==> src/rtl/alu_adder_pkg.sv <==
// ---------------------------------------------------------------------------
// alu_adder_pkg
//   Shared definitions for the alu_adder block.
//   - msb_of(): MSB index helper for a WIDTH-bit operand.
//   - op_e: operation select, only used when ALU_ADDER_SUB_EN is defined.
// ---------------------------------------------------------------------------
package alu_adder_pkg;

  // Default operand width of the block.
  localparam int ALU_ADDER_DEFAULT_WIDTH = 8;

  // Index of the most significant bit for a given width.
  function automatic int msb_of(input int width);
    return width - 1;
  endfunction

  // Operation select (subtract support is optional).
  typedef enum logic [0:0] {
    OP_ADD = 1'b0,
    OP_SUB = 1'b1
  } op_e;

endpackage

==> src/rtl/alu_adder_core.sv <==
// ---------------------------------------------------------------------------
// adder_core
//   Purely combinational WIDTH-bit adder with carry-in.
//   Ports:
//     x, y          operands (y already inverted by the caller for subtract)
//     cin           carry-in (1 for subtract, 0 for add)
//     sum           x + y + cin, truncated to WIDTH bits
//     carry         raw carry-out of the MSB
//     ovf_unsigned  unsigned overflow: carry on add, borrow (~carry) on subtract
//     ovf_signed    two's-complement overflow
// ---------------------------------------------------------------------------
module adder_core
  import alu_adder_pkg::*;
#(
  parameter int WIDTH = ALU_ADDER_DEFAULT_WIDTH
) (
  input  logic [WIDTH-1:0] x,
  input  logic [WIDTH-1:0] y,
  input  logic             cin,
  output logic [WIDTH-1:0] sum,
  output logic             carry,
  output logic             ovf_unsigned,
  output logic             ovf_signed
);

  localparam int MSB = msb_of(WIDTH);

  logic [WIDTH:0] full;

  // Zero-extended WIDTH+1 bit sum; the top bit is the raw carry-out.
  assign full  = {1'b0, x} + {1'b0, y} + {{WIDTH{1'b0}}, cin};
  assign sum   = full[WIDTH-1:0];
  assign carry = full[WIDTH];

  // cin is only ever set for subtract, where a missing carry means a borrow,
  // so XOR-ing with cin yields carry for add and ~carry for subtract.
  assign ovf_unsigned = carry ^ cin;

  // Same-sign operands (after y inversion) whose sum changes sign overflowed.
  // For subtract this is exactly "x and original y differ in sign".
  assign ovf_signed = (x[MSB] == y[MSB]) && (sum[MSB] != x[MSB]);

endmodule

==> src/rtl/alu_adder.sv <==
// ---------------------------------------------------------------------------
// alu_adder
//   Registered two-operand adder with carry and overflow flags.
//   Parameters:
//     WIDTH   operand/result width (>= 2)
//     SIGNED  0 = unsigned overflow rule, 1 = two's-complement overflow rule
//   Ports:
//     in_clk, in_rst       clock, synchronous active-high reset
//     in_valid             operands valid this cycle
//     in_x, in_y           operands
//     in_sub               subtract select (only with ALU_ADDER_SUB_EN)
//     out_valid            result valid (one cycle after in_valid)
//     out_result           registered sum, mod 2^WIDTH
//     out_carry            registered raw MSB carry-out
//     out_overflow         registered overflow flag
//   Configuration macro: ALU_ADDER_SUB_EN adds in_sub and X - Y support.
//
//   Handshake: valid-only, no ready. A beat is accepted on every rising edge
//   where in_valid=1 and in_rst=0; its result appears after that edge with
//   out_valid=1 for exactly one cycle. There is no backpressure or stall.
//   When in_valid=0 the data outputs hold and out_valid drops.
// ---------------------------------------------------------------------------
module alu_adder
  import alu_adder_pkg::*;
#(
  parameter int WIDTH  = ALU_ADDER_DEFAULT_WIDTH,
  parameter bit SIGNED = 1'b0
) (
  input  logic             in_clk,
  input  logic             in_rst,
  input  logic             in_valid,
  input  logic [WIDTH-1:0] in_x,
  input  logic [WIDTH-1:0] in_y,
`ifdef ALU_ADDER_SUB_EN
  input  logic             in_sub,
`endif
  output logic             out_valid,
  output logic [WIDTH-1:0] out_result,
  output logic             out_carry,
  output logic             out_overflow
);

  logic [WIDTH-1:0] y_eff;
  logic             cin;
  logic [WIDTH-1:0] sum;
  logic             carry;
  logic             ovf_unsigned;
  logic             ovf_signed;
  logic             ovf_sel;

`ifdef ALU_ADDER_SUB_EN
  op_e op;
  assign op = in_sub ? OP_SUB : OP_ADD;

  // Subtract is x + ~y + 1 through the same adder.
  assign y_eff = (op == OP_SUB) ? ~in_y : in_y;
  assign cin   = (op == OP_SUB);
`else
  assign y_eff = in_y;
  assign cin   = 1'b0;
`endif

  adder_core #(
    .WIDTH (WIDTH)
  ) u_core (
    .x            (in_x),
    .y            (y_eff),
    .cin          (cin),
    .sum          (sum),
    .carry        (carry),
    .ovf_unsigned (ovf_unsigned),
    .ovf_signed   (ovf_signed)
  );

  assign ovf_sel = SIGNED ? ovf_signed : ovf_unsigned;

  always_ff @(posedge in_clk) begin
    if (in_rst) begin
      out_valid    <= 1'b0;
      out_result   <= '0;
      out_carry    <= 1'b0;
      out_overflow <= 1'b0;
    end else begin
      out_valid <= in_valid;
      if (in_valid) begin
        out_result   <= sum;
        out_carry    <= carry;
        out_overflow <= ovf_sel;
      end
    end
  end

endmodule

==> config.mk <==
export PLATFORM = sky130hd
export DESIGN_NAME = alu_adder
export DESIGN_NICKNAME = d
export VERILOG_FILES = /design/src/rtl/alu_adder_pkg.sv /design/src/rtl/alu_adder_core.sv /design/src/rtl/alu_adder.sv
export SDC_FILE = /design/constraint.sdc
export NUM_CORES = 1
export LEC_CHECK = 0
export CAP_MARGIN = 15
export CORE_UTILIZATION = 35
export DETAILED_ROUTE_END_ITERATION = 6
export GPL_TIMING_DRIVEN = 0
export PLACE_DENSITY = 0.69
export SLEW_MARGIN = 15
export SYNTH_ARGS = -nofsm -noshare
export SYNTH_HDL_FRONTEND = slang
export SYNTH_SLANG_ARGS = --single-unit
==> constraint.sdc <==
create_clock -name in_clk -period 2.25 [get_ports in_clk]
set_input_delay 0.3375 -clock in_clk [delete_from_list [all_inputs] [get_ports in_clk]]
set_output_delay 0.3375 -clock in_clk [all_outputs]
set_load 0.01 [all_outputs]
==> results of run 1 <==
per-stage QoR:
stage	worst slack, ns	instances	hold slack [ns]	utilization [%]	cell area, um^2
6_report	0.411	129	0.376	58.0	1030
5_1_grt	0.344	129	0.383	58.0	1030
4_1_cts	0.404	129	0.376	58.0	1030
3_5_place_dp	0.124	125	0.484	56.0	998
3_3_place_gp	0.154	125	0.468	56.0	998
2_1_floorplan	0.639	72	0.494	-	687
layer usage:
metal	part of all wire, %	global-route usage, %	vias to the layer above
met5	0	0	-
met4	1.6	10.6	0
met3	3.2	1.18	4
met2	46	25.0	18
met1	50	20.0	281
li1	-	-	333
worst paths after layout:
| kind | endpoint | slack (ns) |
|---|---|---|
| min reg2reg | out_result[4] | 0.49 |
| min | out_result[1] | 0.38 |
| max | out_result[6] | 0.41 |
| max reg2reg | out_result[7] | 1.35 |
layout by cell type, fill, tap and decap left out, types with 3 or more instances in the layout:
cell type and instances:
clkdlybuf4s50_1 28, dfxtp_1 10, ha_1 8, nand2_1 6, a21oi_1 5, xnor2_1 4
nor2_1 4, inv_1 3, a211oi_1 3, clkbuf_4 3
power by group:
part	switching [mW]	internal [mW]	leakage, nW
Combinational	0.0845	0.113	0.312
Clock	0.0646	0.0981	0.0210
Sequential	0.00830	0.195	0.0829
Yosys cell counts, types with 2 or more instances:
cell type  number
a211oi_2        2
inv_1           3
dfxtp_1        10
a21oi_1         5
nor2_1          4
o21ai_1         2
buf_2           2
ha_1            8
mux2i_1         2
o21bai_1        2
xnor2_1         4
o32ai_1         2
o21ai_0         2
a211oi_1        3
nand2_1         6
sequential cells by signal, summed over array words and instances, names as in the netlist:
signal        flops
out_overflow      1
out_result        8
out_valid         1
cells by family (layout without fill, tap and decap cells):
kind of cell | Yosys count | count (layout) | share of synthesized area, %
AO/OA/AOI/OAI | 25 | 25 | 27.9
AND/OR/NAND/NOR | 14 | 14 | 9.47
flip-flops | 10 | 10 | 29.1
adder cells (fa/ha/maj) | 9 | 9 | 17.5
buffers and inverters | 6 | 38 | 4.19
XOR/XNOR | 4 | 4 | 5.10
multiplexers | 4 | 4 | 6.74
area by class of cell:
class	instances	area [um^2]
timing repair buffer	28	280
inverter	3	11.3
clock buffer	4	36.3
fill	163	748
tap	25	31.3
multi-input combinational	56	458
buffer	3	17.5
sequential	10	200
critical path, cell delays in order:
cell             delay [ns]
clkdlybuf4s50_1        0.40
ha_1                   0.25
fa_1                   0.43
nand3_2                0.11
a31oi_2                0.11
o21a_1                 0.18
o32ai_1                0.20
==> impl_metrics.tcl, run 1 <==
set metrics [dict create \
    worstPathArrival_ns 2.01 \
    drv_slew 0 \
    routed_via_density 4.93 \
    r2r_start "out_result[7]" \
    peakVddDrop_mv 0.231 \
    cts.htree.levels 1 \
    tightest_slew_ns 0.259 \
    start_kind "primary input" \
    dr.pass1.iters 5 \
    hold_class "in2reg" \
    cts_resized 0 \
    initial_core_util_pct 38.5 \
    areaGrowthSynthToFinish_pct 50.6 \
    clk_pin_slew_ns 0.07 \
    syn-cell-area_um2 687 \
    antenna_found_initial 0 \
    cp-end-kind "flop" \
    rows 15 \
    critPathRequiredTime_ns 2.42 \
    cp_max_fo 3 \
    root_buffer "clkbuf_4" \
    die_area_mm2 0.00214 \
    synth_flop_cell "dfxtp_1" \
    synth.largest_area_cell "dfxtp_1" \
    finClkSkew_ns 0 \
    leakage_nw 0.416 \
    die_height_um 46.3 \
    fmax_ghz 0.544 \
    slew_headroom_pct 82.6 \
    ys_async_sr_fraction_pct 0 \
    synth_fp_nets 100 \
    place.detailed.hpwl_um 1160 \
    core-area_mm2 0.00178 \
    ctsLongestPathBuffers 2 \
    grt_overflow_total 0 \
    synth_top_area_share_pct 29.1 \
    finalSetupTns_ns 0 \
    synth.area.top_cells "dfxtp_1 (29%), ha_1 (15%), xnor2_1 (5.1%), a211oi_2 (3.6%), a21oi_1 (3.6%)" \
    postCtsSetupBuffers 0 \
    yosysWarningCount 0 \
    hold_start "in_rst" \
    powerDensity_mw_per_mm2 545 \
    synth.avg_cell_area_um2 9.54 \
    yosysSeqAreaShare_pct 29.1 \
    min_period_ns 1.84 \
    holdPathStages 2 \
    finalSetupViolations 0 \
    ys_seq_elements 10 \
    drive_gt1_share_pct 15.4 \
    totalPowerFinal_uw 564 \
    drt_iter0_markers 2 \
    io_pins 30 \
    timing.setup.critical_path_class "in2reg" \
    period_share_pct 81.7 \
    outcome "complete, no violations" \
    n_antenna_cell 0 \
    grt_max_degree 11 \
    hold_viol_final 0 \
    routedWlPerCell_um 10.8 \
    fp.dieW_um 46.3 \
    cts-hold-fix-buffers 0 \
    drc 0 \
    cts_buffers 3 \
    route.vias.total 636 \
    cts_tree "built" \
    routed_wl_um 1400 \
    place_congestion 0.729 \
    grt_pass1_wl_um 2370 \
    grt_setup_unrepaired "false" \
    clock_sinks 10 \
    ant_nets 0 \
    clk_latency_ns 0.26 \
    r2r_cells 3 \
    nets 133 \
    synth_cell_types 30 \
    synth_edf_count 0 \
    worstSetupStartpoint "in_x[0]" \
    synth_cells 72 \
    cap_violations 0 \
    grt_pass1_vias 591 \
    track_usage_pct 15.8 \
    port_buffers 28 \
]
Power figures use the tool's default switching activity.
==> inputs of run 2 (changes only) <==
--- a/config.mk
+++ b/config.mk
@@ -9,7 +9,7 @@
 export CORE_UTILIZATION = 35
 export DETAILED_ROUTE_END_ITERATION = 6
 export GPL_TIMING_DRIVEN = 0
-export PLACE_DENSITY = 0.69
+export PLACE_DENSITY = 0.71
 export SLEW_MARGIN = 15
 export SYNTH_ARGS = -nofsm -noshare
 export SYNTH_HDL_FRONTEND = slang
==> constraint.sdc (replaced) <==
create_clock -name in_clk -period 1.6 [get_ports in_clk]
set_input_delay 0.24 -clock in_clk [delete_from_list [all_inputs] [get_ports in_clk]]
set_output_delay 0.24 -clock in_clk [all_outputs]
set_load 0.01 [all_outputs]
==> impl_metrics.tcl, run 2 (synthesis results as in run 1) <==
set metrics [dict create \
    root_buffer "clkbuf_4" \
    start_kind "primary input" \
    place_congestion 0.752 \
    place.detailed.hpwl_um 1200 \
    finClkSkew_ns 0 \
    path_buf_inv 1 \
    ant_nets 0 \
    largest_reg_flops 8 \
    fin_hold_ws_ns 0.282 \
    antenna_found_initial 0 \
    grt_pass1_vias 563 \
    drt_iter0_markers 11 \
    place_area_um2 998 \
    routed_via_density 4.88 \
    io_pins 30 \
    core-area_mm2 0.00178 \
    cp_max_fo 5 \
    leakage_nw 0.431 \
    powerDensity_mw_per_mm2 701 \
    critPathRequiredTime_ns 1.75 \
    routedWlPerCell_um 11.6 \
    period_share_pct 98.4 \
    fp.dieW_um 46.3 \
    hold_class "in2reg" \
    layout_commonest_cell "clkdlybuf4s50_1" \
    port_buffers 28 \
    die_area_mm2 0.00214 \
    cp-end-kind "flop" \
    drv_slew 0 \
    grt_setup_unrepaired "false" \
    rows 15 \
    route.vias.total 635 \
    slew_headroom_pct 83.6 \
    ctsLongestPathBuffers 2 \
    grt_max_degree 11 \
    fmax_ghz 0.635 \
    cts.htree.levels 1 \
    top_register "out_result" \
    fin_area_mm2 0.00110 \
    drive_gt1_share_pct 21.9 \
    largestRegisters "out_result (8), out_overflow (1), out_valid (1)" \
    clock_sinks 10 \
    finalSetupTns_ns 0 \
    finalSetupViolations 0 \
    min_period_ns 1.57 \
    worstPathCellList "clkdlybuf4s50_1 -> ha_4 -> a21oi_1 -> o21ai_0 -> a41oi_2 -> mux2_4" \
    grt_overflow_total 0 \
    fin_util_pct 61.5 \
    n_antenna_cell 0 \
    clk_pin_slew_ns 0.07 \
    die_height_um 46.3 \
    mostFrequentLayoutCells "clkdlybuf4s50_1 (23), dfxtp_1 (10), nand2_1 (6)" \
    outcome "complete, no violations" \
    worstPathArrival_ns 1.73 \
    grt_pass1_wl_um 2450 \
    slowest_stage "clkdlybuf4s50_1" \
    track_usage_pct 15.8 \
    cp_slowest_stage_delay_ns 0.50 \
    peakVddDrop_mv 0.331 \
    dr.pass1.iters 6 \
    tightest_slew_ns 0.245 \
    cts_tree "built" \
    hold_viol_final 0 \
    drc 0 \
    initial_core_util_pct 38.5 \
    pre_cts_ws_ns -0.418 \
    routed_wl_um 1510 \
    areaGrowthSynthToFinish_pct 59.7 \
    crit_family "buffers and inverters" \
    cap_violations 0 \
    cts-hold-fix-buffers 0 \
    setup_ws_ns 0.0253 \
    cts_buffers 3 \
    timing.setup.critical_path_class "in2reg" \
    nets 135 \
    clk_latency_ns 0.26 \
]
## run 2: changes by cell type in the layout (fill, tap and decap cells not counted), moves of 2 or more
| cell | change |
|---|---|
| dlygate4sd2_1 | +4 |
| ha_4 | +4 |
| ha_1 | -5 |
| clkdlybuf4s50_1 | -5 |
| buf_4 | +2 |
## run 2: final cells by class
class / instances / area (um^2)
Inverter: 3 / 11.3
Timing Repair Buffer: 30 / 293
Buffer: 3 / 17.5
Fill cell: 152 / 686
Sequential cell: 10 / 200
Clock buffer: 3 / 22.5
Multi-Input combinational cell: 56 / 522
Tap cell: 25 / 31.3
## run 2: per-layer routing
metal / wire [um] / up-vias / track usage (%)
li1: - / 332 / -
met2: 702 / 16 / 24.7
met1: 757 / 287 / 22.4
met3: 50 / 0 / 0
met4: 0 / 0 / 7.06
met5: 0 / - / 0
## run 2: per-stage QoR
step | instances | power (mW)
6_report | 130 | 0.769
5_1_grt | 130 | 0.815
4_1_cts | 129 | 0.760
3_5_place_dp | 125 | 0.571
3_3_place_gp | 125 | 0.567
2_1_floorplan | 72 | 0.450
## run 2: where the power goes
| group | total [mW] | internal, mW | switching (mW) | leakage [nW] |
|---|---|---|---|---|
| registers | 0.286 | 0.274 | 0.0125 | 0.0829 |
| logic | 0.307 | 0.178 | 0.129 | 0.334 |
| clock network | 0.176 | 0.0868 | 0.0894 | 0.0138 |
## run 2: repair_timing
item / CTS / global route
buffers inserted: 1 / 1
endpoints found under the setup margin: 4 / 4
resized for setup: 10 / 4
pin swaps: 5 / 1
## run 2: path summary, 6_finish.rpt
check	slack, ns	start	cells past startpoint	endpoint
hold / removal	0.28	in_rst	2	out_result[2]
hold reg to reg	0.49	out_result[4]	2	out_result[4]
setup reg to reg	0.69	out_result[5]	3	out_result[5]
setup / recovery	0.03	in_y[4]	6	out_result[7]
==> RTL edit 1 (settings of run 2) <==
Change the parameter `SIGNED` from 1'b0 to 1'b1.
--- a/src/rtl/alu_adder.sv
+++ b/src/rtl/alu_adder.sv
@@ -25,5 +25,5 @@
 #(
   parameter int WIDTH  = ALU_ADDER_DEFAULT_WIDTH,
-  parameter bit SIGNED = 1'b0
+  parameter bit SIGNED = 1'b1
 ) (
   input  logic             in_clk,
Function: changed (a bounded check fails within 4 cycles, from zero or initial values and one cycle with in_rst high).
==> RTL edit 1 against run 2 <==
  * Routed wire length rose by 22%
  * Global-route usage rose by 2.9 points
  * Sequential cell count rose by 1
  * Setup slack improved by 0.027 ns
  * Design area rose by 11%
  * Power rose by 7.7%
  * Area after synthesis rose by 7.8%
  * Final cell count rose by 13%
==> RTL edit 1: results (changes against run 2) <==
\begin{tabular}{lr}
\hline
Metric & Value \\
\hline
\multicolumn{2}{l}{\textbf{Power and ir drop}} \\
\quad Peak supply drop & 406 uV (+22\%) \\
\quad Leak pwr & 0.468 nW (+8.7\%) \\
\quad Cell internal power dissipation & 0.000570 W (+6.0\%) \\
\multicolumn{2}{l}{\textbf{Global route}} \\
\quad Number of global-route vias before repair & 652 (+16\%) \\
\quad Wire length of the first global-routing pass & 2.88 mm (+18\%) \\
\quad Overall routing resource usage & 18.7\% (+2.9 points) \\
\multicolumn{2}{l}{\textbf{Critical path}} \\
\quad R2R depth & 2 (-1) \\
\quad Slack of the worst reg-to-reg path & 0.63 ns (-0.06 ns) \\
\quad Worst setup path start & in\_x[3] \\
\quad Family of cells with the greatest summed delay on the critical path & simple AND/OR/NAND/NOR gates \\
\quad Slowest cell on crit path & sky130\_fd\_sc\_hd\_\_or4\_1 \\
\quad Peak per-stage delay on the critical path & 0.53 ns (+0.03 ns) \\
\multicolumn{2}{l}{\textbf{Synth}} \\
\quad Seq/Total Area, Yosys & 29.7\% (+0.59 points) \\
\quad Largest cells by area after synthesis & sky130\_fd\_sc\_hd\_\_dfxtp\_1, sky130\_fd\_sc\_hd\_\_ha\_1, sky130\_fd\_sc\_hd\_\_o21ai\_0 \\
\quad Top cells by count, synth & sky130\_fd\_sc\_hd\_\_dfxtp\_1, sky130\_fd\_sc\_hd\_\_ha\_1, sky130\_fd\_sc\_hd\_\_nor2\_1, sky130\_fd\_sc\_hd\_\_o21ai\_0, sky130\_fd\_sc\_hd\_\_a21oi\_1 \\
\quad Number of nets produced by synthesis & 113 (+13\%) \\
\quad Area fraction of the dominant cell type after synthesis & 29.7\% (+0.59 points) \\
\quad Average cell area after synthesis & 8.71 um2 (-8.7\%) \\
\quad Count of different cell masters after synthesis & 34 (+13\%) \\
\multicolumn{2}{l}{\textbf{Layout}} \\
\quad Share of final-layout standard cells stronger than drive strength 1 & 23.3\% (+1.4 points) \\
\quad Nets & 149 (+10\%) \\
\multicolumn{2}{l}{\textbf{STA}} \\
\quad Headroom to the max-slew limit & 69.4\% (-14 points) \\
\quad Peak clock frequency supported by timing & 646 MHz (+1.8\%) \\
\multicolumn{2}{l}{\textbf{Route}} \\
\quad Average detailed-routed wire length per instance & 12.5 um (+8.0\%) \\
\quad Via-per-instance ratio & 5.33 (+9.2\%) \\
\quad Drt first pass iters & 4 (-2) \\
\quad DRC violation total after the first TritonRoute iteration & 14 (+3) \\
\multicolumn{2}{l}{\textbf{Placement}} \\
\quad Pre-CTS WS & -0.537 ns (-0.119 ns) \\
\quad Number of placed cells counting well taps & 140 (+12\%) \\
\quad Last weighted congestion value of the routability-driven placer & 0.840 (+12\%) \\
\quad Half-perimeter wire length after detailed placement & 1.22 mm (+1.6\%) \\
\multicolumn{2}{l}{\textbf{Run status}} \\
\quad Run status & complete, no violations \\
\multicolumn{2}{l}{\textbf{Worst hold path}} \\
\quad Hold Crit Depth & 4 (+2) \\
\hline
\end{tabular}
-- RTL edit 1: changes by cell type in the layout (fill, tap and decap cells not counted), sizes merged, moves of 2 or more --
cell	run 2	this run
clkdlybuf4s50	23	17
nand2b	1	5
o21ai	4	8
clkbuf	3	6
nand2	6	3
nor2	5	8
o311ai	0	3
xnor2	4	1
clkdlybuf4s15	0	2
dlygate4sd2	4	6
dlymetal6s2s	1	3
mux2	2	0
o32ai	2	0
or4	0	2
-- RTL edit 1: kinds of logic (layout without fill, tap and decap cells) --
group / count (synthesis) / after routing / share of synthesized area (%)
adder cells (fa/ha/maj): 9 / 9 / 16.2
AO/OA/AOI/OAI: 30 / 30 / 27.5
buffers and inverters: 6 / 41 / 3.21
flip-flops: 11 / 11 / 29.7
multiplexers: 2 / 2 / 2.70
XOR/XNOR: 1 / 1 / 1.18
AND/OR/NAND/NOR: 26 / 26 / 19.4
-- RTL edit 1: power groups by stage --
stage,clock network [W],logic [W],registers (W)
2_1_floorplan,0,0.000131,0.000327
3_3_place_gp,0,0.000258,0.000315
3_5_place_dp,0,0.000259,0.000316
4_1_cts,0.000207,0.000298,0.000309
5_1_grt,0.000223,0.000346,0.000312
6_report,0.000204,0.000315,0.000309
-- RTL edit 1: what timing repair did --
item / in CTS / in global routing
setup endpoints to repair: 5 / 5
buffers inserted: 3 / 0
gates resized for setup: 24 / 7
pin swaps: 8 / 6
endpoints found under the hold margin: 0 / 0
-- RTL edit 1: area by class of cell --
class / instances / area, um2
fillers: 171 / 759
multi-input cells: 68 / 616
repair buffers: 31 / 303
flip-flops and latches: 11 / 220
well taps: 27 / 33.8
clock buffers: 4 / 26.3
plain buffers: 3 / 12.5
inverters: 3 / 11.3
-- RTL edit 1: worst min path at each step --
stage,from,end,slack (ns)
2_1_floorplan,in_rst,out_valid,0.32
3_3_place_gp,out_result[3],out_result[3],0.46
3_5_place_dp,out_result[3],out_result[3],0.47
4_1_cts,in_valid,out_valid,0.40
5_1_grt,in_y[6],out_carry,0.40
6_report,in_y[6],out_carry,0.40
-- RTL edit 1: per-stage QoR --
step	hold slack (ns)	instance area, um2	setup TNS, ns
2_1_floorplan	0.318	748	0
3_3_place_gp	0.455	1060	-3.05
3_5_place_dp	0.465	1060	-3.08
4_1_cts	0.397	1190	0
5_1_grt	0.404	1220	0
6_report	0.395	1220	0
-- RTL edit 1: worst register-to-register path: stages, from the launching register on --
cell,delay [ns]
sky130_fd_sc_hd__dfxtp_1,0.33
sky130_fd_sc_hd__or3b_2,0.43
sky130_fd_sc_hd__o311ai_0,0.11
-- RTL edit 1: metal layers --
layer / up-vias / routed length (um) / GRT usage [%]
li1: 388 / - / -
met1: 366 / 842 / 23.9
met2: 22 / 883 / 28.6
met3: 8 / 72 / 4.91
met4: 0 / 44 / 9.44
met5: - / 0 / 0
==> RTL edit 2 (config.mk and constraints of run 2) <==
Made on the original files. Remove the register `out_valid`: a continuous assignment takes its place, so the output `out_valid` follows one clock earlier. Comments in the files are not updated.
--- a/src/rtl/alu_adder.sv
+++ b/src/rtl/alu_adder.sv
@@ -77,10 +77,8 @@
   always_ff @(posedge in_clk) begin
     if (in_rst) begin
-      out_valid    <= 1'b0;
       out_result   <= '0;
       out_carry    <= 1'b0;
       out_overflow <= 1'b0;
     end else begin
-      out_valid <= in_valid;
       if (in_valid) begin
         out_result   <= sum;
@@ -91,4 +89,6 @@
   end
 
+  assign out_valid = in_valid;
+
 endmodule
 
Formal check against the unedited RTL: not equivalent (Yosys sat finds a counterexample within 4 cycles, from zero or initial values and one cycle with in_rst high).
==> RTL edit 2 against run 2 <==
  * Area after synthesis shrank 2.4%
  * Routed wire length is 11% higher
  * Setup slack worse by 0.0059 ns
  * Sequential power decreased by 9.1%
  * Sequential cell count shrank 1
  * Power rose by 0.10%
  * Final cell count increased by 2.3%
  * Design area grew 3.4%
  * Highest routed layer is now met4
==> RTL edit 2: results (changes against run 2) <==
\begin{tabular}{lr}
\hline
Metric & Value \\
\hline
\multicolumn{2}{l}{\textbf{Synth}} \\
\quad Largest cells by area after synthesis & sky130\_fd\_sc\_hd\_\_dfxtp\_1, sky130\_fd\_sc\_hd\_\_ha\_1, sky130\_fd\_sc\_hd\_\_xnor2\_1 \\
\quad Multiplexer share of the synthesized area & 6.90\% (+0.16 points) \\
\quad Number of nets produced by synthesis & 99 (-1.0\%) \\
\quad Seq/Total Area, Yosys & 26.9\% (-2.3 points) \\
\quad Post-Synth Adder-Cell Area & 17.9\% (+0.42 points) \\
\quad Top cells by count, synth & sky130\_fd\_sc\_hd\_\_dfxtp\_1, sky130\_fd\_sc\_hd\_\_ha\_1, sky130\_fd\_sc\_hd\_\_nand2\_1 \\
\quad Fraction of synthesized cell area in xor and xnor cells & 5.22\% (+0.12 points) \\
\quad Compound-gate portion of the synthesized area & 28.5\% (+0.68 points) \\
\multicolumn{2}{l}{\textbf{Layout}} \\
\quad Share of final-layout standard cells stronger than drive strength 1 & 26.9\% (+4.9 points) \\
\quad Nets & 137 (+1.5\%) \\
\quad Number of fill cells in the layout & 154 (+1.3\%) \\
\multicolumn{2}{l}{\textbf{Route}} \\
\quad Via-per-instance ratio & 5.00 (+2.4\%) \\
\quad DRC violation total after the first TritonRoute iteration & 10 (-1) \\
\multicolumn{2}{l}{\textbf{Run status}} \\
\quad Run status & complete, no violations \\
\multicolumn{2}{l}{\textbf{Global route}} \\
\quad Wire length of the first global-routing pass & 2.35 mm (-4.2\%) \\
\multicolumn{2}{l}{\textbf{Power and ir drop}} \\
\quad Net switching power & 0.000240 W (+3.8\%) \\
\quad Pwr Density & 678 mW/mm2 (-3.2\%) \\
\quad Peak supply drop & 365 uV (+10\%) \\
\multicolumn{2}{l}{\textbf{Critical path}} \\
\quad Critical Path Fanout Max & 4 (-1) \\
\quad Slack of the worst reg-to-reg path & 0.66 ns (-0.03 ns) \\
\multicolumn{2}{l}{\textbf{Placement}} \\
\quad Pre-CTS WS & -0.439 ns (-0.0215 ns) \\
\quad Last weighted congestion value of the routability-driven placer & 0.707 (-5.9\%) \\
\quad Number of placed cells counting well taps & 124 (-0.80\%) \\
\quad Half-perimeter wire length after detailed placement & 1.21 mm (+0.65\%) \\
\multicolumn{2}{l}{\textbf{Worst hold path}} \\
\quad End point of the most critical hold path & out\_result[0] \\
\hline
\end{tabular}
==> RTL edit 2: kinds of logic (layout without fill, tap and decap cells) <==
family / Yosys count / in the layout
compound gates: 25 / 25
simple gates: 14 / 14
fa+ha+maj: 9 / 9
flops: 9 / 9
buf+inv: 6 / 43
xor+xnor: 4 / 4
mux: 4 / 4
==> RTL edit 2: area by class of cell <==
class / instances / area share [%]
timing repair buffer: 33 / 28.7
clock inverter: 1 / 0.441
multi-input combinational: 56 / 47.4
sequential: 9 / 15.9
tap: 25 / 2.76
buffer: 4 / 2.21
clock buffer: 3 / 1.98
inverter: 2 / 0.662
==> RTL edit 2: worst max-delay path, cell delays in order <==
cell	delay, ns
sky130_fd_sc_hd__clkdlybuf4s50_1	0.51
sky130_fd_sc_hd__ha_4	0.22
sky130_fd_sc_hd__o21ai_1	0.16
sky130_fd_sc_hd__nor2_2	0.08
sky130_fd_sc_hd__a41oi_2	0.19
sky130_fd_sc_hd__mux2_4	0.31
==> RTL edit 2: layer usage <==
layer | vias to the layer above | GRT usage, % | part of all wire (%) | routed length (um)
met2 | 25 | 26.0 | 50 | 837
met1 | 303 | 19.2 | 44 | 728
met3 | 2 | 1.19 | 4.9 | 82
met5 | - | 0 | 0 | 0
li1 | 335 | - | - | -
met4 | 0 | 8.82 | 1.1 | 19
==> RTL edit 2: worst max-delay path by stage <==
stage | start | end | slack, ns | cells past startpoint
after floorplan | in_x[0] | out_result[6] | 0.09 | 6
after global placement | in_x[0] | out_result[6] | -0.41 | 7
after detailed placement | in_x[0] | out_result[6] | -0.44 | 7
after CTS | in_x[0] | out_result[6] | -0.05 | 7
after global routing | in_y[2] | out_result[5] | -0.02 | 6
final | in_y[2] | out_result[7] | 0.02 | 6
